==> config.mk <==
export PLATFORM = sky130hd
export DESIGN_NAME = ps2_cmd_scheduler_flat
export DESIGN_NICKNAME = d
export VERILOG_FILES = /design/src/rtl/ps2_cmd_scheduler_if.sv /design/src/rtl/ps2_cmd_scheduler.sv /design/src/flat_wrapper.sv
export SDC_FILE = /design/constraint.sdc
export NUM_CORES = 1
export LEC_CHECK = 0
export CAP_MARGIN = 5
export CORE_ASPECT_RATIO = 1.25
export CORE_MARGIN = 2
export CORE_UTILIZATION = 52
export DETAILED_ROUTE_END_ITERATION = 8
export PLACE_DENSITY_LB_ADDON = 0.15
export SLEW_MARGIN = 10
export SYNTH_ARGS = -nofsm -noshare
export SYNTH_HDL_FRONTEND = slang
export SYNTH_SLANG_ARGS = --single-unit
==> constraint.sdc <==
create_clock -name clk_brain -period 2.55 [get_ports clk_brain]
set_input_delay 0.51 -clock clk_brain [delete_from_list [all_inputs] [get_ports clk_brain]]
set_output_delay 0.51 -clock clk_brain [all_outputs]
set_load 0.02 [all_outputs]
==> src/rtl/ps2_cmd_scheduler_if.sv <==
// PS/2 transceiver link: write strobe/byte toward the transmitter, busy flag and
// received-byte strobe back from the transceiver.
interface ps2_cmd_scheduler_if;
    logic       check_ps2_beasy;
    logic       write_update;
    logic [7:0] write_data_update;
    logic       read_update;
    logic [7:0] read_date_update;

    // Scheduler side.
    modport master (
        input  check_ps2_beasy,
        input  read_update,
        input  read_date_update,
        output write_update,
        output write_data_update
    );

    // Transceiver side.
    modport slave (
        output check_ps2_beasy,
        output read_update,
        output read_date_update,
        input  write_update,
        input  write_data_update
    );
endinterface

==> src/rtl/ps2_cmd_scheduler.sv <==
// PS/2 host-to-keyboard command scheduler. Queues reset/LED/rate/ID commands, runs
// each one's byte exchange with ACK/RESEND, retry and timeout handling, and forwards
// unsolicited keyboard bytes to the scan-code path.
module ps2_cmd_scheduler #(
    parameter int unsigned TIMEOUT_TICKS = 6000,
    parameter int unsigned RETRY_MAX     = 3
) (
    input  logic                       clk_brain,
    input  logic                       rst,
    input  logic                       tick_300k,
    input  logic                       req_reset,
    input  logic                       req_led,
    input  logic                       req_rate,
    input  logic                       req_id,
    input  logic [2:0]                 led_val,
    input  logic [7:0]                 rate_val,
    ps2_cmd_scheduler_if.master        ps2,
    output logic                       code_new,
    output logic [7:0]                 new_code,
    output logic [15:0]                id_word,
    output logic                       id_valid,
    output logic                       sched_busy,
    output logic                       cmd_err
);
    localparam logic [15:0] TmoTicks   = 16'(TIMEOUT_TICKS);
    localparam logic [7:0]  RetryMax   = 8'(RETRY_MAX);
    localparam logic [1:0]  CmdReset   = 2'd0;
    localparam logic [1:0]  CmdLed     = 2'd1;
    localparam logic [1:0]  CmdRate    = 2'd2;
    localparam logic [1:0]  CmdId      = 2'd3;
    localparam logic [7:0]  ByteAck    = 8'hFA;
    localparam logic [7:0]  ByteResend = 8'hFE;
    localparam logic [7:0]  ByteBatOk  = 8'hAA;
    localparam logic [7:0]  ByteBatErr = 8'hFC;

    typedef enum logic [2:0] {
        StIdle, StSend, StWaitAck, StParam, StWaitData, StDone
    } state_e;

    state_e      state_q, state_d;
    logic [3:0]  pend_q, pend_d, pend_clr;
    logic [1:0]  cur_q, cur_d;
    logic [7:0]  byte_q, byte_d;
    logic        param_q, param_d;       // byte_q is the parameter byte, not the opcode
    logic [7:0]  retry_q, retry_d;
    logic [15:0] tmo_q, tmo_d;
    logic        id_half_q, id_half_d;   // first ID byte already captured
    logic [7:0]  id_first_q, id_first_d;
    logic        code_new_q, code_new_d;
    logic [7:0]  new_code_q, new_code_d;
    logic [15:0] id_word_q, id_word_d;
    logic        id_valid_q, id_valid_d;
    logic        cmd_err_q, cmd_err_d;
    logic        fwd, resend, abandon;
    logic        rd;
    logic [7:0]  rd_byte;
    logic        tmo_hit;
    logic        wr_fire;

    assign rd         = ps2.read_update;
    assign rd_byte    = ps2.read_date_update;
    assign tmo_hit    = (tmo_q == TmoTicks);
    assign wr_fire    = (state_q == StSend) && !ps2.check_ps2_beasy;
    assign sched_busy = (state_q != StIdle);

    assign ps2.write_update      = wr_fire;
    assign ps2.write_data_update = wr_fire ? byte_q : 8'h00;

    assign code_new = code_new_q;
    assign new_code = new_code_q;
    assign id_word  = id_word_q;
    assign id_valid = id_valid_q;
    assign cmd_err  = cmd_err_q;

    function automatic logic [7:0] opcode(input logic [1:0] cmd);
        logic [7:0] op;
        case (cmd)
            CmdReset: op = 8'hFF;
            CmdLed:   op = 8'hED;
            CmdRate:  op = 8'hF3;
            default:  op = 8'hF2;
        endcase
        return op;
    endfunction

    // Next-state, pending-set bookkeeping and registered strobe values.
    always_comb begin
        state_d    = state_q;
        cur_d      = cur_q;
        byte_d     = byte_q;
        param_d    = param_q;
        retry_d    = retry_q;
        id_half_d  = id_half_q;
        id_first_d = id_first_q;
        tmo_d      = (tick_300k && tmo_q != 16'hFFFF) ? tmo_q + 16'd1 : tmo_q;
        pend_clr   = 4'b0000;
        code_new_d = 1'b0;
        new_code_d = new_code_q;
        id_word_d  = id_word_q;
        id_valid_d = 1'b0;
        cmd_err_d  = 1'b0;
        fwd        = 1'b0;
        resend     = 1'b0;
        abandon    = 1'b0;

        unique case (state_q)
            StIdle: begin
                fwd = rd;
                if (pend_q != 4'b0000) begin
                    state_d = StSend;
                    retry_d = 8'd0;
                    param_d = 1'b0;
                    if (pend_q[0])      cur_d = CmdReset;
                    else if (pend_q[1]) cur_d = CmdLed;
                    else if (pend_q[2]) cur_d = CmdRate;
                    else                cur_d = CmdId;
                    byte_d = opcode(cur_d);
                end
            end
            StSend: begin
                fwd = rd;
                if (!ps2.check_ps2_beasy) begin
                    tmo_d   = 16'd0;
                    state_d = StWaitAck;
                end
            end
            StWaitAck: begin
                if (rd && rd_byte == ByteAck) begin
                    if (param_q) begin
                        state_d = StDone;
                    end else if (cur_q == CmdLed || cur_q == CmdRate) begin
                        state_d = StParam;
                    end else begin
                        state_d   = StWaitData;
                        tmo_d     = 16'd0;
                        id_half_d = 1'b0;
                    end
                end else if (rd && rd_byte == ByteResend) begin
                    resend = 1'b1;
                end else if (rd) begin
                    fwd = 1'b1;
                end else if (tmo_hit) begin
                    resend = 1'b1;   // silence counts as a resend request
                end
                if (resend) begin
                    if (retry_q < RetryMax) begin
                        retry_d = retry_q + 8'd1;
                        state_d = StSend;
                    end else begin
                        abandon = 1'b1;
                    end
                end
            end
            StParam: begin
                fwd     = rd;
                byte_d  = (cur_q == CmdLed) ? {5'b00000, led_val} : rate_val;
                param_d = 1'b1;
                retry_d = 8'd0;
                state_d = StSend;
            end
            StWaitData: begin
                // Late ACK/RESEND bytes are not data and are dropped here.
                if (rd) begin
                    if (rd_byte != ByteAck && rd_byte != ByteResend) begin
                        if (cur_q == CmdReset) begin
                            if (rd_byte == ByteBatOk)       state_d = StDone;
                            else if (rd_byte == ByteBatErr) abandon = 1'b1;
                        end else if (!id_half_q) begin
                            id_first_d = rd_byte;
                            id_half_d  = 1'b1;
                            tmo_d      = 16'd0;
                        end else begin
                            id_word_d  = {id_first_q, rd_byte};
                            id_valid_d = 1'b1;
                            state_d    = StDone;
                        end
                    end
                end else if (tmo_hit) begin
                    abandon = 1'b1;
                end
            end
            StDone: begin
                fwd      = rd;
                pend_clr = 4'b0001 << cur_q;
                state_d  = StIdle;
            end
            default: state_d = StIdle;
        endcase

        if (abandon) begin
            cmd_err_d = 1'b1;
            pend_clr  = 4'b0001 << cur_q;
            state_d   = StIdle;
        end
        if (fwd) begin
            code_new_d = 1'b1;
            new_code_d = rd_byte;
        end
        // Clear before set so a request arriving while its own command finishes re-runs it.
        pend_d = (pend_q & ~pend_clr) | {req_id, req_rate, req_led, req_reset};
    end

    // State and output registers with synchronous reset.
    always_ff @(posedge clk_brain) begin
        if (rst) begin
            state_q    <= StIdle;
            pend_q     <= 4'b0000;
            cur_q      <= 2'd0;
            byte_q     <= 8'h00;
            param_q    <= 1'b0;
            retry_q    <= 8'd0;
            tmo_q      <= 16'd0;
            id_half_q  <= 1'b0;
            id_first_q <= 8'h00;
            code_new_q <= 1'b0;
            new_code_q <= 8'h00;
            id_word_q  <= 16'h0000;
            id_valid_q <= 1'b0;
            cmd_err_q  <= 1'b0;
        end else begin
            state_q    <= state_d;
            pend_q     <= pend_d;
            cur_q      <= cur_d;
            byte_q     <= byte_d;
            param_q    <= param_d;
            retry_q    <= retry_d;
            tmo_q      <= tmo_d;
            id_half_q  <= id_half_d;
            id_first_q <= id_first_d;
            code_new_q <= code_new_d;
            new_code_q <= new_code_d;
            id_word_q  <= id_word_d;
            id_valid_q <= id_valid_d;
            cmd_err_q  <= cmd_err_d;
        end
    end
endmodule

==> src/flat_wrapper.sv <==
// flat-port wrapper written by rule: the top's interface ports become plain ports
module ps2_cmd_scheduler_flat 
#(
    parameter int unsigned TIMEOUT_TICKS = 6000,
    parameter int unsigned RETRY_MAX     = 3
)
  (clk_brain, rst, tick_300k, req_reset, req_led, req_rate, req_id, led_val, rate_val, code_new, new_code, id_word, id_valid, sched_busy, cmd_err, ps2_check_ps2_beasy, ps2_read_update, ps2_read_date_update, ps2_write_update, ps2_write_data_update);
  ps2_cmd_scheduler_if ps2_i ();
  input  logic clk_brain;
  input  logic rst;
  input  logic tick_300k;
  input  logic req_reset;
  input  logic req_led;
  input  logic req_rate;
  input  logic req_id;
  input  logic [2:0] led_val;
  input  logic [7:0] rate_val;
  output logic code_new;
  output logic [7:0] new_code;
  output logic [15:0] id_word;
  output logic id_valid;
  output logic sched_busy;
  output logic cmd_err;
  input wire logic [$bits(ps2_i.check_ps2_beasy)-1:0] ps2_check_ps2_beasy;
  input wire logic [$bits(ps2_i.read_update)-1:0] ps2_read_update;
  input wire logic [$bits(ps2_i.read_date_update)-1:0] ps2_read_date_update;
  output wire logic [$bits(ps2_i.write_update)-1:0] ps2_write_update;
  output wire logic [$bits(ps2_i.write_data_update)-1:0] ps2_write_data_update;
  assign ps2_i.check_ps2_beasy = ps2_check_ps2_beasy;
  assign ps2_i.read_update = ps2_read_update;
  assign ps2_i.read_date_update = ps2_read_date_update;
  assign ps2_write_update = ps2_i.write_update;
  assign ps2_write_data_update = ps2_i.write_data_update;
  ps2_cmd_scheduler #(.TIMEOUT_TICKS(TIMEOUT_TICKS), .RETRY_MAX(RETRY_MAX)) u_core (.clk_brain(clk_brain), .rst(rst), .tick_300k(tick_300k), .req_reset(req_reset), .req_led(req_led), .req_rate(req_rate), .req_id(req_id), .led_val(led_val), .rate_val(rate_val), .ps2(ps2_i), .code_new(code_new), .new_code(new_code), .id_word(id_word), .id_valid(id_valid), .sched_busy(sched_busy), .cmd_err(cmd_err));
endmodule
Word level (Yosys, flattened, before mapping)
Index checks and enable logic that the tools add are counted.
{"block": "totals", "regBits": 78, "elab_cells": 148}
{"block": "op_classes", "shifts": 1, "add_sub_neg": 2, "n_mux": 68, "n_lt_le_gt_ge": 1, "reduce_logical": 25, "bitwise_logic": 8, "n_eq_ne": 29}
{"operator": "two-way mux 16 bit", "count": 9}
{"operator": "two-way mux 8 bit", "count": 6}
{"operator": "case mux 16 bit (3 select lines)", "count": 1}
{"operator": "two-way mux 3 bit", "count": 12}
{"operator": "equality test 8 bit, second input constant", "count": 4}
{"operator": "two-way mux 1 bit", "count": 26}
{"operator": "case mux 8 bit (3 select lines)", "count": 1}
{"operator": "adder 16 x 1 -> 16 bit, second input constant", "count": 1}
{"operator": "equality test 16 x 13 -> 1 bit, second input constant", "count": 1}
{"operator": "inequality test 16 bit, second input constant", "count": 1}
{"operator": "inequality test 8 bit, second input constant", "count": 2}
{"operator": "case mux 8 bit (2 select lines)", "count": 1}
{"operator": "case mux 3 bit (5 select lines)", "count": 1}
{"operator": "case mux 5 bit (3 select lines)", "count": 1}
{"operator": "inequality test 2 x 1 -> 1 bit, second input constant", "count": 5}
{"operator": "inequality test 2 bit, second input constant", "count": 5}
{"operator": "AND reduction 5 bit", "count": 2}
{"operator": "adder 8 x 1 -> 8 bit, second input constant", "count": 1}
{"operator": "< comparator 8 x 2 -> 1 bit, second input constant", "count": 1}
{"operator": "two-way mux 2 bit", "count": 4}
{"operator": "two-way mux 4 bit", "count": 2}
{"operator": "case mux 1 bit (2 select lines)", "count": 4}
{"operator": "AND reduction 7 bit", "count": 1}
{"operator": "equality test 3 x 2 -> 1 bit, second input constant", "count": 2}
{"operator": "25 further kinds", "count": 40}

Logic depth before layout (Yosys ltp)
{"block": "depth", "word_depth": 12, "ltp_mapped": 8, "mapped_depth_nobuf": 7}

Worst setup path before layout
OpenSTA, ideal clock, no wires.
{"block": "synth_timing", "path_type": "register to output", "start": "reg u_core.state_q[1]", "end": "out ps2_write_data_update[0]", "path_slack_ns": 0.350, "t_required_ns": 2.040, "path_buffers": 2, "path_stages_with_launch": 6, "arrival_ns": 1.690, "cell_sequence": "dfxtp_1 buf_2 nand2b_1 buf_2 nor3_1 and2_1"}
{"block": "synth_via", "elab_chain_cells": 3}
{"item": "start, declared", "line_no": "ps2_cmd_scheduler.sv:40", "rtl": "state_e state_q, state_d;"}
{"item": "start signal, assigned", "line_no": "ps2_cmd_scheduler.sv:206", "rtl": "state_q <= StIdle;"}
{"item": "start signal, assigned", "line_no": "ps2_cmd_scheduler.sv:221", "rtl": "state_q <= state_d;"}
{"item": "equality test 3 x 1 -> 1 bit", "line_no": "ps2_cmd_scheduler.sv:63", "rtl": "assign wr_fire = (state_q == StSend) && !ps2.check_ps2_beasy;"}
{"item": "logical AND 1 bit", "line_no": "ps2_cmd_scheduler.sv:63"}
{"item": "named net ps2_write_update", "line_no": "flat_wrapper.sv:27", "rtl": "output wire logic [$bits(ps2_i.write_update)-1:0] ps2_write_update;"}
{"item": "two-way mux 8 bit", "line_no": "ps2_cmd_scheduler.sv:67", "rtl": "assign ps2.write_data_update = wr_fire ? byte_q : 8'h00;"}
{"item": "end, declared", "line_no": "flat_wrapper.sv:28", "rtl": "output wire logic [$bits(ps2_i.write_data_update)-1:0] ps2_write_data_update;"}
The timed path passes the listed nets, and every way through them passes these cells.

Worst setup path after layout
{"block": "layout_timing", "start": "in ps2_check_ps2_beasy", "end": "out ps2_write_update"}
{"block": "layout_via", "elab_chain_cells": 2}
{"item": "start, declared", "line_no": "flat_wrapper.sv:24", "rtl": "input wire logic [$bits(ps2_i.check_ps2_beasy)-1:0] ps2_check_ps2_beasy;"}
{"item": "logical NOT 1 bit", "line_no": "ps2_cmd_scheduler.sv:63"}
{"item": "logical AND 1 bit", "line_no": "ps2_cmd_scheduler.sv:63"}
{"item": "end, declared", "line_no": "flat_wrapper.sv:27"}
Every way passes these cells.

==> out/results.txt <==
status = complete, no violations
Skew-Pair Late Insertion Delay = 0.34 ns
CTS tree = yes
synth top area cells = dfxtp_1 (43%), mux2i_1 (9.9%), nor2_1 (6.7%)
PortBufs = 64
mapped cell area = 3640 um^2
I/O pins = 65
crit path capture type = primary output
Comb pwr share = 19.7%
Ys Warns = 0
# Post-CTS Setup Buffers = 0
FFs w/ async S/R, synth = 0%
Bufs and invs on worst path = 3
Reg clk slew, reported paths = 0.08 ns
Final ANT Viol Nets = 0
Setup violations, final = 0
Fillers = 591
Max Root-Sink Buffers = 2
critical-path maximum fanout = 6
Critical Path AT = 1.85 ns
P_leak = 2.09 nW
Crit Path Category = input port to primary output
Cell Chain, Critical Path = clkdlybuf4s50_1 -> nor3_1 -> buf_4 -> clkdlybuf4s50_1
CTS sink cnt = 78
Max-Cap Viols = 0
Initial Util = 52.9%
initial drt markers = 176
layout cells sized above 1 = 11.8%
Synth Register Bits = 78
Startpoint Class = input port
Hold Crit Start = u_core.byte_q[2]
detailed-route wire length = 8.47 mm
final setup margin = 0.185 ns
worst endpoint required time = 2.04 ns
Max Slew Vio Count = 0
final core occ = 68.2%
Synth area leader = dfxtp_1
die height = 97.6 um
worst stage delay on the critical path = 0.59 ns
share of total power in sequential cells = 48.2%
worst reg2reg setup slack = 0.47 ns
worst r2r src = u_core.retry_q[0]
WP depth = 4
EDFF count, synth = 0
P&R area growth vs syn = 28.9%
die area = 7700 um^2
clock network fraction of total power = 32.2%
min cycle time layout = 2.36 ns
Via density = 5.54
setup_tns = 0 ns
actual slew at the worst max-slew pin = 0.654 ns
H-tree Lvls = 3
total track usage = 23.1%
Hold Vio Cnt, Final = 0
n_diodes = 0
most frequent cells in the layout = dfxtp_1 (75), nor2_1 (65), clkdlybuf4s50_1 (55)
area share of the largest cell type after synthesis = 42.8%
nets = 524
number of antenna violations at the first check in global routing = 0
Tot Pwr = 0.00274 W
pwr dens = 584 nW/um^2
R2R cell count = 7
Setup WS pre-CTS = 0.0328 ns
chip width = 78.9 um
commonest non-fill, non-tap cell in the layout = dfxtp_1
Synth Instances = 411
core area = 6890 um^2
switching pwr = 0.000779 W
Vias = 3228
total CTS buffers = 9
sequential area share after synthesis = 42.8%
RSZ-0062 raised after global routing = false
CP delay by family, top = buffers and inverters
ys flop type = dfxtp_1
P_int = 0.00197 W
hold_buf cts = 0
CP max-delay cell = clkdlybuf4s50_1
vias in the first global route = 3164
VDD IR-drop max = 0.000388 V
max frequency = 0.423 GHz
GPL Wtd Cong = 0.888
post-synthesis average cell area = 8.87 um^2
largest net degree at the start of global routing = 34
HPWL Detailed = 6.32 mm
Sw Share = 28.4%
distinct cell type count after synthesis = 62
WHS Endpoint = u_core.byte_q[2]
relative slew slack = 56.0%
post-synth net total = 446
row cnt = 34
CTS Root Cell = clkbuf_8
total gr overflow = 0
period utilisation layout = 92.7%
Hold Crit Depth = 2
first drt pass iteration count = 4
WL/cell = 14.5 um
most used cell, CP = clkdlybuf4s50_1
# DRC = 0
Worst Skew = 0.00887 ns
Worst R2R End = u_core.pend_q[3]
first-pass GRT wire length = 14.2 mm
min-delay worst type = register to register
[through the flow]
step,std cells,cell area [um^2],hold WS (ns)
5_1_grt,583,4700,0.480
4_1_cts,583,4670,0.454
3_5_place_dp,568,4490,0.442
3_3_place_gp,568,4490,0.438
2_1_floorplan,411,3640,0.421
6_report,583,4700,0.451
[state kept, by name, summed over array words and instances (netlist names), 3 cells and up]
| name | flops |
|---|---|
| u_core.byte_q | 8 |
| u_core.id_first_q | 8 |
| u_core.id_word | 16 |
| u_core.new_code | 8 |
| u_core.pend_q | 4 |
| u_core.retry_q | 8 |
| u_core.state_q | 3 |
| u_core.tmo_q | 16 |
[Yosys cell counts (all sizes together), types with 2 or more instances]
| cell type | number |
|---|---|
| a21oi | 21 |
| ha | 7 |
| or2 | 2 |
| or3b | 2 |
| clkbuf | 10 |
| inv | 20 |
| buf | 10 |
| nand2b | 3 |
| nor2b | 2 |
| xor2 | 8 |
| nand3 | 10 |
| a2bb2oi | 2 |
| or3 | 7 |
| nand3b | 2 |
| nor3b | 2 |
| dfxtp | 78 |
| mux2i | 36 |
| nor4 | 8 |
| o21ai | 13 |
| and3 | 2 |
| o22ai | 2 |
| nor3 | 9 |
| or4 | 5 |
| o31ai | 3 |
| nor2 | 66 |
| a22oi | 3 |
| and2 | 13 |
| nand4 | 5 |
| o2111ai | 3 |
| a21o | 3 |
| a311oi | 5 |
| and3b | 2 |
| or4b | 2 |
| a211oi | 7 |
| nand2 | 23 |
[cell families (layout without fill, tap and decap cells)]
family / after synthesis / after routing / share of synthesized area (%)
AOI/OAI and AO/OA: 74 / 74 / 14.6
and+or+nand+nor: 167 / 167 / 23.3
DFF: 78 / 78 / 42.8
buffers and inverters: 40 / 122 / 4.84
xor gates and xnor gates: 9 / 9 / 2.16
adders and majority gates: 7 / 7 / 2.40
muxes: 36 / 36 / 9.89
[power by group through the flow]
stage          sequential (W)  clock (W)  combinational [W]
6_report              0.00132   0.000883           0.000539
5_1_grt               0.00133   0.000955           0.000593
4_1_cts               0.00132   0.000900           0.000542
3_5_place_dp          0.00135          0           0.000538
3_3_place_gp          0.00135          0           0.000531
2_1_floorplan         0.00134          0           0.000335
[worst reg2reg max path: stages, from the launching register on]
cell and delay, ns:
dfxtp_1 0.35, ha_1 0.21, or4_1 0.43, nor2_1 0.26, a2bb2oi_2 0.23, o22ai_1 0.11, buf_4 0.16, a311oi_1 0.24
[final cells by class]
cell class | instances | area (um^2) | area share [%]
Clock buffer | 9 | 124 | 2.64
Clock inverter | 6 | 61.3 | 1.30
Inverter | 20 | 75.1 | 1.60
Multi-Input combinational cell | 293 | 1910 | 40.6
Sequential cell | 78 | 1570 | 33.3
Tap cell | 90 | 113 | 2.40
Timing Repair Buffer | 87 | 853 | 18.2
[routing by layer]
layer / vias to the layer above / wire [um] / GRT usage (%)
met3: 7 / 406 / 3.81
li1: 1613 / - / -
met1: 1520 / 3670 / 28.6
met5: - / 0 / 0
met4: 0 / 76 / 9.02
met2: 88 / 4320 / 39.6
[worst max path at each step]
stage	from	to	slack [ns]
2_1_floorplan	u_core.state_q[1]	ps2_write_data_update[0]	0.35
3_3_place_gp	ps2_read_date_update[1]	u_core.tmo_q[2]	0.06
3_5_place_dp	ps2_read_date_update[1]	u_core.state_q[0]	0.03
4_1_cts	u_core.state_q[1]	ps2_write_data_update[7]	0.008
5_1_grt	ps2_check_ps2_beasy	ps2_write_update	0.12
6_report	ps2_check_ps2_beasy	ps2_write_update	0.19
[what timing repair did]
action	4_1_cts	5_1_grt
gates resized for setup	0	11
hold endpoints to repair	0	0
endpoints found under the setup margin	0	8
No activity file was read; power rests on OpenSTA's default activity.
